[config.mk]
export PLATFORM = sky130hd
export DESIGN_NAME = shift_issue_stage
export DESIGN_NICKNAME = d
export VERILOG_FILES = /design/src/rtl/shift_issue_stage.sv
export SDC_FILE = /design/constraint.sdc
export NUM_CORES = 1
export LEC_CHECK = 0
export CORE_ASPECT_RATIO = 1.4
export CORE_MARGIN = 4
export CORE_UTILIZATION = 49
export DETAILED_ROUTE_END_ITERATION = 8
export PLACE_DENSITY = 0.86
export SETUP_SLACK_MARGIN = 0.3
export SLEW_MARGIN = 20
export SYNTH_ARGS = -nofsm -noshare
export SYNTH_HDL_FRONTEND = slang
export SYNTH_SLANG_ARGS = --single-unit
export TNS_END_PERCENT = 1
[constraint.sdc]
create_clock -name clk -period 4.8 [get_ports clk]
set_input_delay 0.48 -clock clk [delete_from_list [all_inputs] [get_ports clk]]
set_output_delay 0.48 -clock clk [all_outputs]
set_load 0.1 [all_outputs]
[src/rtl/shift_issue_stage.sv]
// Shift issue stage: decodes MIPS SPECIAL shift instructions into barrel-shifter
// operands and holds them in a 2-entry skid buffer with valid/ready on both sides.
module shift_issue_stage #(
  parameter int COUNT_W = 16
) (
  input  logic               clk,
  input  logic               rst,
  input  logic               flush,
  input  logic               in_valid,
  output logic               in_ready,
  input  logic [31:0]        instr,
  input  logic [31:0]        rs_value,
  input  logic [31:0]        rt_value,
  output logic               out_valid,
  input  logic               out_ready,
  output logic [31:0]        value,
  output logic [4:0]         shift_amount,
  output logic [1:0]         shift_func,
  output logic [4:0]         dest_reg,
  output logic [COUNT_W-1:0] dropped_count
);

  localparam logic [1:0] SHIFT_NOTHING        = 2'b00;
  localparam logic [1:0] SHIFT_LEFT_UNSIGNED  = 2'b01;
  localparam logic [1:0] SHIFT_RIGHT_UNSIGNED = 2'b10;
  localparam logic [1:0] SHIFT_RIGHT_SIGNED   = 2'b11;

  localparam logic [5:0] OP_SPECIAL = 6'b000000;
  localparam logic [5:0] FN_SLL     = 6'b000000;
  localparam logic [5:0] FN_SRL     = 6'b000010;
  localparam logic [5:0] FN_SRA     = 6'b000011;
  localparam logic [5:0] FN_SLLV    = 6'b000100;
  localparam logic [5:0] FN_SRLV    = 6'b000110;
  localparam logic [5:0] FN_SRAV    = 6'b000111;

  typedef struct packed {
    logic [31:0] value;
    logic [4:0]  amt;
    logic [1:0]  func;
    logic [4:0]  dest;
  } entry_t;

  entry_t             head_q, head_d;
  entry_t             tail_q, tail_d;
  logic [1:0]         count_q, count_d;
  logic [COUNT_W-1:0] dropped_q, dropped_d;

  logic       decShift;
  logic [4:0] decAmt;
  logic [1:0] decFunc;
  entry_t     newEntry;
  logic       accept;
  logic       keep;
  logic       push;
  logic       pop;
  logic       dropEn;

  always_comb begin
    decShift = 1'b0;
    decAmt   = 5'd0;
    decFunc  = SHIFT_NOTHING;
    if (instr[31:26] == OP_SPECIAL) begin
      unique case (instr[5:0])
        FN_SLL: begin
          decShift = 1'b1;
          decAmt   = instr[10:6];
          decFunc  = SHIFT_LEFT_UNSIGNED;
        end
        FN_SRL: begin
          decShift = 1'b1;
          decAmt   = instr[10:6];
          decFunc  = SHIFT_RIGHT_UNSIGNED;
        end
        FN_SRA: begin
          decShift = 1'b1;
          decAmt   = instr[10:6];
          decFunc  = SHIFT_RIGHT_SIGNED;
        end
        FN_SLLV: begin
          decShift = 1'b1;
          decAmt   = rs_value[4:0];
          decFunc  = SHIFT_LEFT_UNSIGNED;
        end
        FN_SRLV: begin
          decShift = 1'b1;
          decAmt   = rs_value[4:0];
          decFunc  = SHIFT_RIGHT_UNSIGNED;
        end
        FN_SRAV: begin
          decShift = 1'b1;
          decAmt   = rs_value[4:0];
          decFunc  = SHIFT_RIGHT_SIGNED;
        end
        default: begin
          decShift = 1'b0;
        end
      endcase
    end
  end

  always_comb begin
    newEntry.value = rt_value;
    newEntry.amt   = decAmt;
    newEntry.func  = decFunc;
    newEntry.dest  = instr[15:11];
  end

  // Readiness depends only on registered occupancy so it never loops back through out_ready.
  assign in_ready  = !rst && (count_q < 2'd2);
  assign out_valid = (count_q != 2'd0);
  assign accept    = in_valid && in_ready;
  assign pop       = out_valid && out_ready;
  assign keep      = decShift && (instr[15:11] != 5'd0);
  assign push      = accept && keep && !flush;
  assign dropEn    = accept && !keep && !flush;

  always_comb begin
    count_d   = count_q;
    head_d    = head_q;
    tail_d    = tail_q;
    dropped_d = dropped_q;
    if (flush) begin
      count_d = 2'd0;
    end else begin
      unique case ({push, pop})
        2'b10: begin
          if (count_q == 2'd0) begin
            head_d = newEntry;
          end else begin
            tail_d = newEntry;
          end
          count_d = count_q + 2'd1;
        end
        2'b01: begin
          if (count_q == 2'd2) begin
            head_d = tail_q;
          end
          count_d = count_q - 2'd1;
        end
        2'b11: begin
          if (count_q == 2'd1) begin
            head_d = newEntry;
          end else begin
            head_d = tail_q;
            tail_d = newEntry;
          end
        end
        default: begin
          count_d = count_q;
        end
      endcase
      if (dropEn && (dropped_q != {COUNT_W{1'b1}})) begin
        dropped_d = dropped_q + COUNT_W'(1);
      end
    end
  end

  always_ff @(posedge clk) begin
    if (rst) begin
      count_q   <= 2'd0;
      head_q    <= '0;
      tail_q    <= '0;
      dropped_q <= '0;
    end else begin
      count_q   <= count_d;
      head_q    <= head_d;
      tail_q    <= tail_d;
      dropped_q <= dropped_d;
    end
  end

  assign value         = head_q.value;
  assign shift_amount  = head_q.amt;
  assign shift_func    = head_q.func;
  assign dest_reg      = head_q.dest;
  assign dropped_count = dropped_q;

endmodule

== After elaboration in Yosys (flattened, before gate mapping) ==
Cells that the tools add are included.
W data, S select, Z words.
Word-level totals
  register bits: 106
  bits of input ports: 101
  output and inout port bits: 62
  word-level logic and storage cells: 74
Cells by class
  add/subtract/negate cells: 3
  magnitude comparators: 1
  eq/ne operators: 15
  muxes and demuxes: 14
  bitwise gates (word level): 1
  reduce and logical (&&, ||, !) cells: 30
Operator list (count)
  $mux W44: 5
  $pmux W44 S3: 1
  $pmux W44 S2: 1
  $eq A6 B3 Y1 const B: 3
  $add A16 B1 Y16 const B: 1
  $ne A16 B16 Y1 const B: 1
  $eq A6 B2 Y1 const B: 2
  $logic_not A6 Y1: 2
  $pmux W5 S2: 1
  $logic_and A1 B1 Y1: 9
  $ne A2 B2 Y1 const B: 4
  $reduce_and A4 Y1: 2
  $reduce_or A2 Y1: 4
  $eq A2 B2 Y1 const B: 3
  $pmux W2 S3: 1
  $reduce_bool A2 Y1: 3
  $reduce_or A3 Y1: 2
  $reduce_or A6 Y1: 1
  $mux W5: 1
  $reduce_bool A5 Y1: 1
  $eq A2 B1 Y1 const B: 2
  $pmux W2 S2: 1
  $logic_not A1 Y1: 3
  $reduce_bool A3 Y1: 1
  other kinds (8): 9

== Longest topological paths before layout ==
Gate-level depths: netlist of the first run.
  word-level depth: 10
  depth in mapped cells: 12
  depth with buffers taken out: 11

== Worst setup path before layout of the first run ==
Ideal clock, no wire load.
  kind: input to register
  start: in instr[27]
  end: reg tail_q[34] in the netlist's numbering
  setup time: 0.070 ns
  data arrival time: 2.913 ns
  required time: 4.730 ns
  setup slack: 1.817 ns
  cell stages on the path: 12
  path buffers: 2
  path through: nor4_1 -> nand2_1 -> or2_0 -> or3_1 -> inv_1 -> ha_1 -> nor2b_1 -> o21a_1 -> buf_2 -> buf_1 -> nand2_1 -> a21oi_1
Between the ends
  longest elaborated chain between the ends: 8
  elaborated cells between the ends (all ways): 12
  those cells by class: eq/ne (4); mux (2); reduce/logical (6)
Ends and longest elaborated chain
  start: declaration: line 11  | input logic [31:0] instr,
  $logic_not A6 Y1 *: line 62  | if (instr[31:26] == OP_SPECIAL) begin
  $mux W1 *: line 62
  $logic_and A1 B1 Y1 *: line 113  | assign keep = decShift && (instr[15:11] != 5'd0);
  $logic_and A1 B1 Y1 * (2 in series): line 114  | assign push = accept && keep && !flush;
  $eq A2 B2 Y1: line 125  | unique case ({push, pop})
  $ne A2 B2 Y1 (no line) / $reduce_bool A2 Y1 (equally long branches)
  $reduce_and A4 Y1 (no line)
  end signal: assignment: line 167  | tail_q <= tail_d;
  end: declaration: line 44  | entry_t tail_q, tail_d;
Every way passes the cells marked *; elsewhere a longest branch is shown, timed or not.
A chain may end at the register's enable or synchronous reset.

== Worst setup path after layout of the first run ==
  start: in instr[27]
  end: reg tail_q[6] in the netlist's numbering
Between the ends
  longest elaborated chain between the ends: 8
  elaborated cells between the ends (all ways): 15
  those cells by class: eq/ne (4); mux (5); reduce/logical (6)
Ends and longest elaborated chain (line)
  $logic_not A6 Y1 *: 62
  $mux W1: 62
  $logic_and A1 B1 Y1: 113
  $logic_and A1 B1 Y1 (2 in series): 114
  $eq A2 B2 Y1: 125
  $ne A2 B2 Y1 (no line) / $reduce_bool A2 Y1 (equally long branches)
  $reduce_and A4 Y1 (no line)
Every way passes the cells marked *; elsewhere a longest branch is shown, timed or not. The select of a mux whose other input is x is not followed.

==> key figures, run 1 <==
Routing
  • Pre-Repair DR Iteration Count: 5
  • WL final: ~13,000 um
  • Routed vias: about 4,500
  • Drt wl/cell: around 17 um
  • Vias per cell: approximately 6
  • Routed Antenna Nets: 0
  • Number of remaining DRC errors: 0
  • Initial DRC Count: around 340

Timing
  • Setup tns final: 0 ps
  • Crit share post-route: slightly below 80%
  • Fin. max-slew vios: 0
  • Worst Skew: 11.1 ps
  • Fin crit period: 3730 ps
  • Slew margin rel.: a little under 30%
  • Fmax: between 0.2 and 0.3 GHz
  • Unrepaired setup endpoints after global routing: no
  • Setup-failing EPs final: 0
  • Final hold viol count: 0
  • Slew @ Worst Pin: between 1000 and 1500 ps

Flow run
  • Max Cap Viol: 0

Power
  • Gate power share: 6.6%
  • Internal power: 1.36 mW
  • Clk pwr share: between 40% and 50%
  • Max VDD drop: 234 uV
  • Static Leak: approximately 2.0 nW
  • Power Dens Cells: 282 mW/mm2
  • P_sw: ~0.4 mW
  • Sequential power share: 50.1%
  • Sw Share: a little under a quarter
  • Total Power: 1.76 mW

Worst setup path
  • Critical path capture point type: flip-flop
  • Critical Path RT: approximately 5100 ps
  • Reg2Reg Setup Slack: 1920 ps
  • Worst r2r src: count_q[1]
  • Critical R2R Capture: shift_amount[0]
  • Reg2Reg Depth: 10
  • Critical path class: in2reg
  • Setup crit start kind: primary input
  • Crit-path max FO: 28
  • Worst EP arrival: roughly 4000 ps

Clocking
  • Clock latency on the worst-skew pair: between 300 and 400 ps
  • Max Root-Sink Buffers: 2
  • Hold-fix buffers, CTS: 0
  • Setup Fix Bufs, Post-CTS: 0
  • # resized after CTS: 0
  • TritonCTS clock tree: done
  • H-tree levels: 3
  • Root buffer cell: clkbuf_16
  • CTS buffer count: 9
  • Clk sinks: 106
  • Reg clk slew, reported paths: 80 ps

Synthesis
  • Post-Syn Area: around 0.0046 mm2
  • Distinct cells, synth: 49
  • Flops & latches, synth: ~110
  • Synth async-reset ratio: 0%
  • Synth area leaders: dfxtp_1 46%, nand2_1 7.5%, a211oi_1 6.7%
  • Synth Flop Type: dfxtp_1
  • Post-synth EDFFs: 0
  • Share of the synthesized area in the top cell type: approximately 46%
  • Syn avg cell area: around 8.4 um2
  • Synth Instances: ~550
  • Post-synth net total: roughly 660
  • YS warnings: 0
  • Largest area contributor in the netlist: dfxtp_1
  • Sequential area share after synthesis: between 40% and 50%

Placed design
  • Placer Congestion: roughly 0.87
  • # port buffers: roughly 130
  • Placed cell area: just under 0.006 mm2
  • Post-DP HPWL: approximately 8600 um

Min path
  • Hold Path Sink: tail_q[21]
  • Hold WC Path Type: reg2reg
  • Hold Path Depth: 2
  • HP Start: tail_q[21]

Global routing
  • Global router's overall resource usage: between 20% and 30%
  • Vias in the first global route: between 4,000 and 5,000
  • GR Overflow Total: 0
  • Initial antenna violation count: 0
  • First-pass GRT wire length: just over 20,000 um
  • Largest net degree at the start of global routing: between 100 and 150

Final layout
  • Area delta synth->final: 34.9%
  • Reg area: ~0.0021 mm2
  • # fillers: 736
  • Final instance area: 0.00623 mm2
  • ANT cells: 0
  • Number of flip-flops in the largest register: between 40 and 50
  • Util after Layout: 68.2%
  • Multi-input logic area: between 0.002 and 0.0025 mm2
  • Largest Register: tail_q
  • Share of cells above drive strength 1: just over 5%
  • NumNets Final: roughly 760

Die
  • Core box area: a little over 0.009 mm2
  • Initial Util: between 50% and 60%
  • Die Y: around 120 um
  • Total die area: around 0.011 mm2
  • IO Pins: around 160
  • Site Rows: 41
  • Chip width: around 90 um

Outcome
  • Status: complete, no violations
[kinds of logic (layout without fill, tap and decap cells)]
logic type	count (synthesis)	in the layout	synth area share [%]
DFF	106	106	46.0
xor gates and xnor gates	1	1	0.190
AOI/OAI and AO/OA	167	167	25.0
muxes	9	9	2.06
and+or+nand+nor	204	204	19.6
buffers and inverters	52	158	4.82
adders and majority gates	9	9	2.44
[cell usage in the layout, fill, tap and decap left out, types with 7 or more instances in the layout]
cell and instances:
buf_4 7, nand2_1 92, nor2_1 61, a211oi_1 41, or4_1 7, a21oi_1 49
ha_1 9, a22oi_1 41, clkdlybuf4s50_1 124, inv_1 9, dfxtp_1 106, clkbuf_16 9
[cells in the mapped netlist, drive strengths merged (2+ instances only)]
master / n
a21oi: 50
nor2b: 7
ha: 9
o31ai: 6
a22oi: 41
nor3: 7
a32oi: 4
mux2i: 5
o311ai: 3
or4: 7
nand4: 6
nand3: 5
a211oi: 41
nor2: 61
a2111oi: 2
inv: 9
clkbuf: 30
or2: 2
and2: 2
a31oi: 2
nand2: 92
o41ai: 4
o21ai: 6
mux2: 4
o21a: 4
and3: 2
buf: 13
or3: 3
nor4: 3
nand2b: 3
dfxtp: 106
[worst max-delay path, cell delays in order]
cell             delay [ps]
clkdlybuf4s50_1         400
nor4_1                  510
nand2_1                 200
or2_0                   250
or3_1                   420
inv_1                   110
ha_1                    170
nor2b_1                 420
o21a_1                  520
buf_12                  250
nand4_1                 110
a21oi_1                 140
[power by group through the flow]
stage	Clock, mW	Sequential, mW	Combinational (mW)
after floorplan	0	0.906	0.0409
after global placement	0	0.901	0.112
after detailed placement	0	0.901	0.115
after CTS	0.775	0.880	0.115
after global routing	0.808	0.880	0.123
final	0.761	0.880	0.116
[metrics by stage]
| stage | instances | setup WS, ps | hold slack (ps) |
|---|---|---|---|
| after detailed placement | 745 | 770 | 446 |
| after global placement | 745 | 875 | 441 |
| after floorplan | 548 | 1820 | 436 |
| after CTS | 761 | 1120 | 456 |
| after global routing | 761 | 800 | 481 |
| final | 761 | 1070 | 455 |
[area by class of cell]
cell class	instances	area share (%)
Clock buffer	9	3.62
Clock inverter	7	1.41
Inverter	9	0.542
Multi-Input combinational cell	390	36.8
Sequential cell	106	34.1
Tap cell	107	2.15
Timing Repair Buffer	133	21.4
[per-layer routing]
| metal | wire, um | up-vias | GRT usage [%] |
|---|---|---|---|
| met4 | 182 | 0 | 9.39 |
| met2 | 6490 | 191 | 40.0 |
| li1 | - | 2170 | - |
| met5 | 0 | - | 0 |
| met1 | 4960 | 2131 | 25.0 |
| met3 | 934 | 15 | 5.70 |
[worst max path at each step]
stage	startpoint	to
2_1_floorplan	instr[27]	tail_q[34]
3_3_place_gp	instr[27]	tail_q[6]
3_5_place_dp	instr[26]	tail_q[6]
4_1_cts	instr[26]	tail_q[6]
5_1_grt	instr[27]	tail_q[6]
6_report	instr[27]	tail_q[6]
Power figures use the tool's default switching activity.
==> inputs of run 2 (changes only) <==
--- a/config.mk
+++ b/config.mk
@@ -7,9 +7,9 @@
 export LEC_CHECK = 0
 export CORE_ASPECT_RATIO = 1.4
 export CORE_MARGIN = 4
-export CORE_UTILIZATION = 49
+export CORE_UTILIZATION = 41
 export DETAILED_ROUTE_END_ITERATION = 8
-export PLACE_DENSITY = 0.86
+export PLACE_DENSITY = 0.77
 export SETUP_SLACK_MARGIN = 0.3
 export SLEW_MARGIN = 20
 export SYNTH_ARGS = -nofsm -noshare
==> constraint.sdc (replaced) <==
create_clock -name clk -period 3.3 [get_ports clk]
set_input_delay 0.33 -clock clk [delete_from_list [all_inputs] [get_ports clk]]
set_output_delay 0.33 -clock clk [all_outputs]
set_load 0.1 [all_outputs]
==> run 2 against run 1 <==
Highest routed layer unchanged; cell count is 7.5% higher; largest cell class unchanged; register-to-register slack worse by 1200 ps; clock power is 45% higher; die area is 18% higher; sequential power is 45% higher; critical endpoint is now value[20]; sequential share of layout area is 2.5 points lower; routed wire length is 8.7% higher; power is 46% higher; largest power group unchanged; utilization is 6.6 points lower; non-clock buffer count is 23 higher; sequential cell count stayed put.
==> key figures, run 2 (synthesis gave the netlist of run 1 again) <==
Global routing
  • Met1 Usage GRT: 24.1% (-0.85 points)
  • Initial antenna violation count: 0 (unchanged)
  • Met2 GRT Util: 33.4% (-6.6 points)
  • Global router's overall resource usage: 19.5% (-2.7 points)
  • GR Overflow Total: 0 (unchanged)
  • First-pass GRT wire length: 21,300 um (+5.6%)
  • Largest net degree at the start of global routing: 105 (unchanged)
  • Vias in the first global route: 4,333 (-0.44%)
  • Grt peak-use layer: met2
  • GR Util met3: 4.56% (-1.1 points)

Routing
  • Drt wl/cell: 16.7 um (+1.1%)
  • Routed vias: 4,602 (+2.1%)
  • Pre-Repair DR Iteration Count: 7 (+2)
  • Initial DRC Count: 274 (-19%)
  • Number of remaining DRC errors: 0 (unchanged)
  • Routed Antenna Nets: 0 (unchanged)
  • Vias per cell: 5.63 (-5.0%)
  • WL final: 13,700 um (+8.7%)

Final layout
  • NumNets Final: 782 (+3.0%)
  • Share of cells above drive strength 1: 12.0% (+6.8 points)
  • Area delta synth->final: 45.7%
  • ANT cells: 0 (unchanged)
  • Largest Register: tail_q
  • Most frequent cells in the layout: 122 x clkdlybuf4s50_1, 106 x dfxtp_1, 91 x nand2_1
  • Finished Layout Cells: 818 (+7.5%)
  • Number of flip-flops in the largest register: 44 (unchanged)
  • Commonest non-fill, non-tap cell in the layout: clkdlybuf4s50_1
  • Util after Layout: 61.6% (-6.6 points)

Worst setup path
  • Critical path class: in2reg
  • Worst path top cell family by delay: simple AND/OR/NAND/NOR gates
  • Worst r2r src: count_q[1]
  • Crit-path max FO: 11 (-61%)
  • Critical path's largest stage delay: 450 ps (-70 ps)
  • Reg2Reg Depth: 12 (+2)
  • Slowest cell on the critical path: clkdlybuf4s50_1
  • Worst path cell trace: clkdlybuf4s50_1, nor4_4, buf_4, nand2_1, or2_0, or3_4, ha_2, a2111oi_4, buf_6, buf_12, nor2_1, a211oi_1
  • Setup crit start kind: primary input
  • Critical R2R Capture: value[20]
  • Critical path capture point type: flip-flop
  • Buffers plus inverters on the worst setup path: 4 (+1)
  • Critical Path RT: 3540 ps (-1530 ps)
  • Reg2Reg Setup Slack: 680 ps (-1240 ps)
  • Worst EP arrival: 3120 ps (-880 ps)

Flow run
  • Max Cap Viol: 0 (unchanged)

Timing
  • Slew margin rel.: 23.5% (-6.3 points)
  • Worst Skew: 8.10 ps (-2.99 ps)
  • Fmax: about 0.35 GHz
  • Fin crit period: 2880 ps
  • Crit share post-route: between 80% and 90%
  • Final hold viol count: 0 (unchanged)
  • Setup-failing EPs final: 0 (unchanged)
  • Slew @ Worst Pin: 1150 ps (+95.2 ps)
  • Unrepaired setup endpoints after global routing: yes
  • Fin. max-slew vios: 0 (unchanged)

Min path
  • Hold Path Sink: tail_q[40]
  • Hold WC Path Type: reg2reg
  • Hold Path Depth: 2 (unchanged)
  • HP Start: tail_q[40]

Placed design
  • Placed insts: 793 (+6.4%)
  • Post-DP HPWL: 8950 um (+4.3%)
  • # port buffers: 125 (unchanged)
  • Placer Congestion: 0.800 (-8.0%)

Clocking
  • Reg clk slew, reported paths: 70 ps (about the same)
  • Max Root-Sink Buffers: 2 (unchanged)
  • Clk sinks: 106 (unchanged)
  • TritonCTS clock tree: done
  • Hold-fix buffers, CTS: 0 (unchanged)
  • CTS buffer count: 9 (unchanged)
  • Root buffer cell: clkbuf_16
  • Clock latency on the worst-skew pair: 340 ps (about the same)
  • H-tree levels: 3 (unchanged)

Die
  • Core box area: 0.0109 mm2 (+20%)
  • Die Y: 134 um (+8.7%)
  • Initial Util: 42.3% (-8.3 points)
  • Total die area: 0.0130 mm2 (+18%)
  • Site Rows: 45 (+9.8%)
  • Chip width: 97.7 um (+8.5%)
  • IO Pins: 163 (unchanged)

Power
  • Max VDD drop: 265 uV (+13%)
  • Power Dens Cells: 380 mW/mm2 (+35%)
  • Static Leak: 2.20 nW (+8.9%)

Outcome
  • Status: complete, no violations
run 2: changes by cell type in the layout (fill, tap and decap cells not counted), sizes merged:
| cell | previous run | this run |
|---|---|---|
| inv | 11 | 10 |
| clkinv | 3 | 1 |
| buf | 9 | 30 |
| clkinvlp | 1 | 2 |
| clkbuf | 9 | 15 |
| clkdlybuf4s50 | 124 | 122 |
run 2: area by class of cell:
cell class                      instances  area [um2]
Clock buffer                           11         253
Multi-Input combinational cell        390        2390
Inverter                                9        33.8
Clock inverter                          5        61.3
Timing Repair Buffer                  156        1690
Fill cell                             920        4200
Tap cell                              141         176
Sequential cell                       106        2120
run 2: repair_timing:
action,4_1_cts,5_1_grt
endpoints found under the setup margin,72,87
gates resized for setup,4,33
buffers inserted,1,1
gates cloned,1,6
endpoints found under the hold margin,0,0
pin swaps,2,5
run 2: layer usage:
layer | vias up | wire length [um] | share of wire [%]
li1 | 2217 | - | -
met1 | 2178 | 5440 | 40
met2 | 187 | 7040 | 52
met3 | 20 | 918 | 6.7
met4 | 0 | 257 | 1.9
met5 | - | 0 | 0
run 2: stage by stage:
stage          instance area [um2]  setup TNS (ps)  hold WS (ps)  total power, mW  setup WS, ps
2_1_floorplan                 4620               0           407             1.38           348
3_3_place_gp                  6110           -1500           442             1.48         -83.8
3_5_place_dp                  6110           -7230           446             1.48          -176
4_1_cts                       6480               0           456             2.58           295
5_1_grt                       6730               0           470             2.65           266
6_report                      6730               0           455             2.56           422
run 2: worst max-delay path by stage:
stage	slack, ps	startpoint	cells past startpoint	endpoint
final	420	instr[27]	12	value[20]
after CTS	290	instr[28]	14	dest_reg[3]
after floorplan	350	count_q[1]	10	value[10]
after global placement	-80	instr[27]	11	shift_func[1]
after detailed placement	-180	instr[27]	11	value[20]
after global routing	270	instr[27]	12	value[13]
run 2: power breakdown:
part	internal (mW)	switching [mW]
combinational	0.0922	0.0820
clock	0.634	0.470
sequential	1.28	0.00114
total	2.01	0.553
run 2: worst register-to-register path: stages (launching register included):
cell,delay [ps]
dfxtp_1,400
inv_1,100
ha_1,220
inv_1,110
nand2_1,160
ha_2,230
nor2b_1,130
buf_4,150
a2111oi_4,390
buf_6,220
buf_12,140
nor2_1,40
a211oi_1,230
==> inputs of run 3 (changes only) <==
--- a/config.mk
+++ b/config.mk
@@ -6,9 +6,10 @@
 export NUM_CORES = 1
 export LEC_CHECK = 0
 export CORE_ASPECT_RATIO = 1.4
-export CORE_MARGIN = 4
+export CORE_MARGIN = 1.5
 export CORE_UTILIZATION = 41
 export DETAILED_ROUTE_END_ITERATION = 8
+export GPL_ROUTABILITY_DRIVEN = 0
 export PLACE_DENSITY = 0.77
 export SETUP_SLACK_MARGIN = 0.3
 export SLEW_MARGIN = 20
==> run 3 against run 2 <==
Routed wire length is 0.28% higher; clock skew is 2.9 ps lower; clock-buffer cell count is 1 lower; largest power group unchanged.
==> key figures, run 3 (synthesis gave the netlist of run 1 again) <==
Timing
  • Fin crit period: 2910 ps (+28.4 ps)
  • Fmax: 0.344 GHz (-0.98%)
  • Worst Skew: 5.17 ps (-2.93 ps)
  • Hold slack: 455 ps (-0.296 ps)
  • Crit share post-route: 88.1% (+0.86 points)
  • Unrepaired setup endpoints after global routing: yes
  • Setup-failing EPs final: 0 (unchanged)
  • Final hold viol count: 0 (unchanged)
  • Slew margin rel.: 18.8% (-4.7 points)
  • Slew @ Worst Pin: 1220 ps (+70.3 ps)
  • Fin. max-slew vios: 0 (unchanged)

Final layout
  • Share of cells above drive strength 1: 14.2% (+2.2 points)
  • Largest Register: tail_q
  • Commonest non-fill, non-tap cell in the layout: clkdlybuf4s50_1
  • Finished Layout Cells: 817 (-0.12%)
  • Util after Layout: 61.5% (about the same)
  • Most frequent cells in the layout: 122 x clkdlybuf4s50_1, 106 x dfxtp_1, 91 x nand2_1
  • Area delta synth->final: 45.6% (about the same)
  • NumNets Final: 781 (-0.13%)
  • Final instance area: 0.00672 mm2 (about the same)
  • Number of flip-flops in the largest register: 44 (unchanged)
  • ANT cells: 0 (unchanged)

Die
  • Die Y: 129 um (-3.7%)
  • Chip width: 92.7 um (-5.1%)
  • Total die area: 0.0119 mm2 (-8.7%)
  • IO Pins: 163 (unchanged)
  • Site Rows: 45 (unchanged)
  • Core box area: 0.0109 mm2 (unchanged)
  • Initial Util: 42.3% (unchanged)

Power
  • Power Dens Cells: 366 mW/mm2 (-3.6%)
  • Sw Share: 22.7% (+1.1 points)
  • Internal power: 1.90 mW (-5.0%)
  • P_sw: 0.558 mW (+0.97%)
  • Gate power share: 7.1% (+0.3 points)
  • Sequential power share: 52.0% (+1.9 points)
  • Max VDD drop: 241 uV (-8.7%)
  • Clk pwr share: 40.9% (-2.2 points)
  • Static Leak: 2.19 nW (-0.23%)

Global routing
  • Initial antenna violation count: 0 (unchanged)
  • First-pass GRT wire length: 20,600 um (-3.2%)
  • Largest net degree at the start of global routing: 105 (unchanged)
  • Grt peak-use layer: met2
  • GR Util met3: 3.78% (-0.77 points)
  • Met2 GRT Util: 37.0% (+3.5 points)
  • Met1 Usage GRT: 25.8% (+1.7 points)
  • GR Overflow Total: 0 (unchanged)
  • Global router's overall resource usage: 21.5% (+2.0 points)
  • Vias in the first global route: 4,317 (-0.37%)

Clocking
  • Hold-fix buffers, CTS: 0 (unchanged)
  • H-tree levels: 3 (unchanged)
  • Clock latency on the worst-skew pair: 340 ps (about the same)
  • TritonCTS clock tree: done
  • Clk sinks: 106 (unchanged)
  • Root buffer cell: clkbuf_16
  • Max Root-Sink Buffers: 2 (unchanged)
  • CTS buffer count: 9 (unchanged)
  • Reg clk slew, reported paths: 70 ps (about the same)

Routing
  • Number of remaining DRC errors: 0 (unchanged)
  • Vias per cell: 5.68 (+1.0%)
  • Initial DRC Count: 285 (+4.0%)
  • Routed Antenna Nets: 0 (unchanged)
  • Pre-Repair DR Iteration Count: 7 (unchanged)
  • WL final: 13,700 um (+0.28%)
  • Drt wl/cell: 16.8 um (+0.40%)
  • Routed vias: 4,644 (+0.91%)

Worst setup path
  • Worst path cell trace: clkdlybuf4s50_1, nor4_2, buf_4, nand2_1, or2_0, or3_4, ha_2, a2111oi_4, buf_6, buf_12, nor2_1, a211oi_2
  • Worst EP arrival: 3150 ps (+30 ps)
  • Critical path capture point type: flip-flop
  • Critical Path RT: 3550 ps (about the same)
  • Slowest cell on the critical path: clkdlybuf4s50_1
  • Setup crit start kind: primary input
  • Critical path class: in2reg
  • Reg2Reg Setup Slack: 690 ps (about the same)
  • Critical path's largest stage delay: 420 ps (-30 ps)
  • Crit-path max FO: 17 (+6)

Placed design
  • Placed insts: 791 (-0.25%)
  • Post-DP HPWL: 8520 um (-4.7%)
  • # port buffers: 125 (unchanged)
  • Placed cell area: 0.00608 mm2 (-0.45%)

Min path
  • Hold WC Path Type: reg2reg

Outcome
  • Status: complete, no violations

Flow run
  • Max Cap Viol: 0 (unchanged)
==> run 3: through the flow <==
step	power, mW	setup TNS, ps	setup slack [ps]
global route	2.54	0	268
global placement	1.48	-2320	-74.8
detailed placement	1.48	-4450	-156
CTS	2.47	0	287
finish	2.46	0	394
floorplan	1.38	0	348
==> run 3: layout make-up <==
type | instances | area [um2]
fillers | 916 | 4200
multi-input cells | 390 | 2460
flip-flops and latches | 106 | 2120
repair buffers | 155 | 1650
clock buffers | 10 | 239
well taps | 141 | 176
clock inverters | 6 | 41.3
inverters | 9 | 33.8
==> run 3: per-layer routing <==
metal  vias up  part of all wire, %  routed length [um]
met1      2252                   41                5610
met3        23                  4.8                 661
li1       2217                    -                   -
met5         -                    0                   0
met4         0                  2.6                 355
met2       152                   52                7070
==> run 3: final timing paths <==
| check | startpoint | end | depth (start not counted) |
|---|---|---|---|
| setup / recovery | instr[27] | value[28] | 12 |
| hold / removal | tail_q[10] | tail_q[10] | 2 |
| setup reg to reg | count_q[1] | value[28] | 12 |
| hold reg to reg | tail_q[10] | tail_q[10] | 2 |
==> run 3: power by group through the flow <==
stage / sequential, mW / clock [mW] / combinational (mW)
2_1_floorplan: 1.32 / 0 / 0.0595
3_3_place_gp: 1.31 / 0 / 0.165
3_5_place_dp: 1.31 / 0 / 0.168
4_1_cts: 1.28 / 1.02 / 0.170
5_1_grt: 1.28 / 1.08 / 0.187
6_report: 1.28 / 1.01 / 0.175
==> run 3: repair_timing <==
action / 4_1_cts / 5_1_grt
cloned: 2 / 4
pin swaps: 2 / 6
endpoints found under the setup margin: 62 / 88
gates resized for setup: 4 / 44
setup buffers: 1 / 3
==> run 3: worst max-delay path: cells and delay by family <==
| kind | cells | cell delay, ps |
|---|---|---|
| adder cells (fa/ha/maj) | 1 | 230 |
| buffers and inverters | 4 | 960 |
| AO/OA/AOI/OAI | 2 | 560 |
| AND/OR/NAND/NOR | 5 | 1060 |
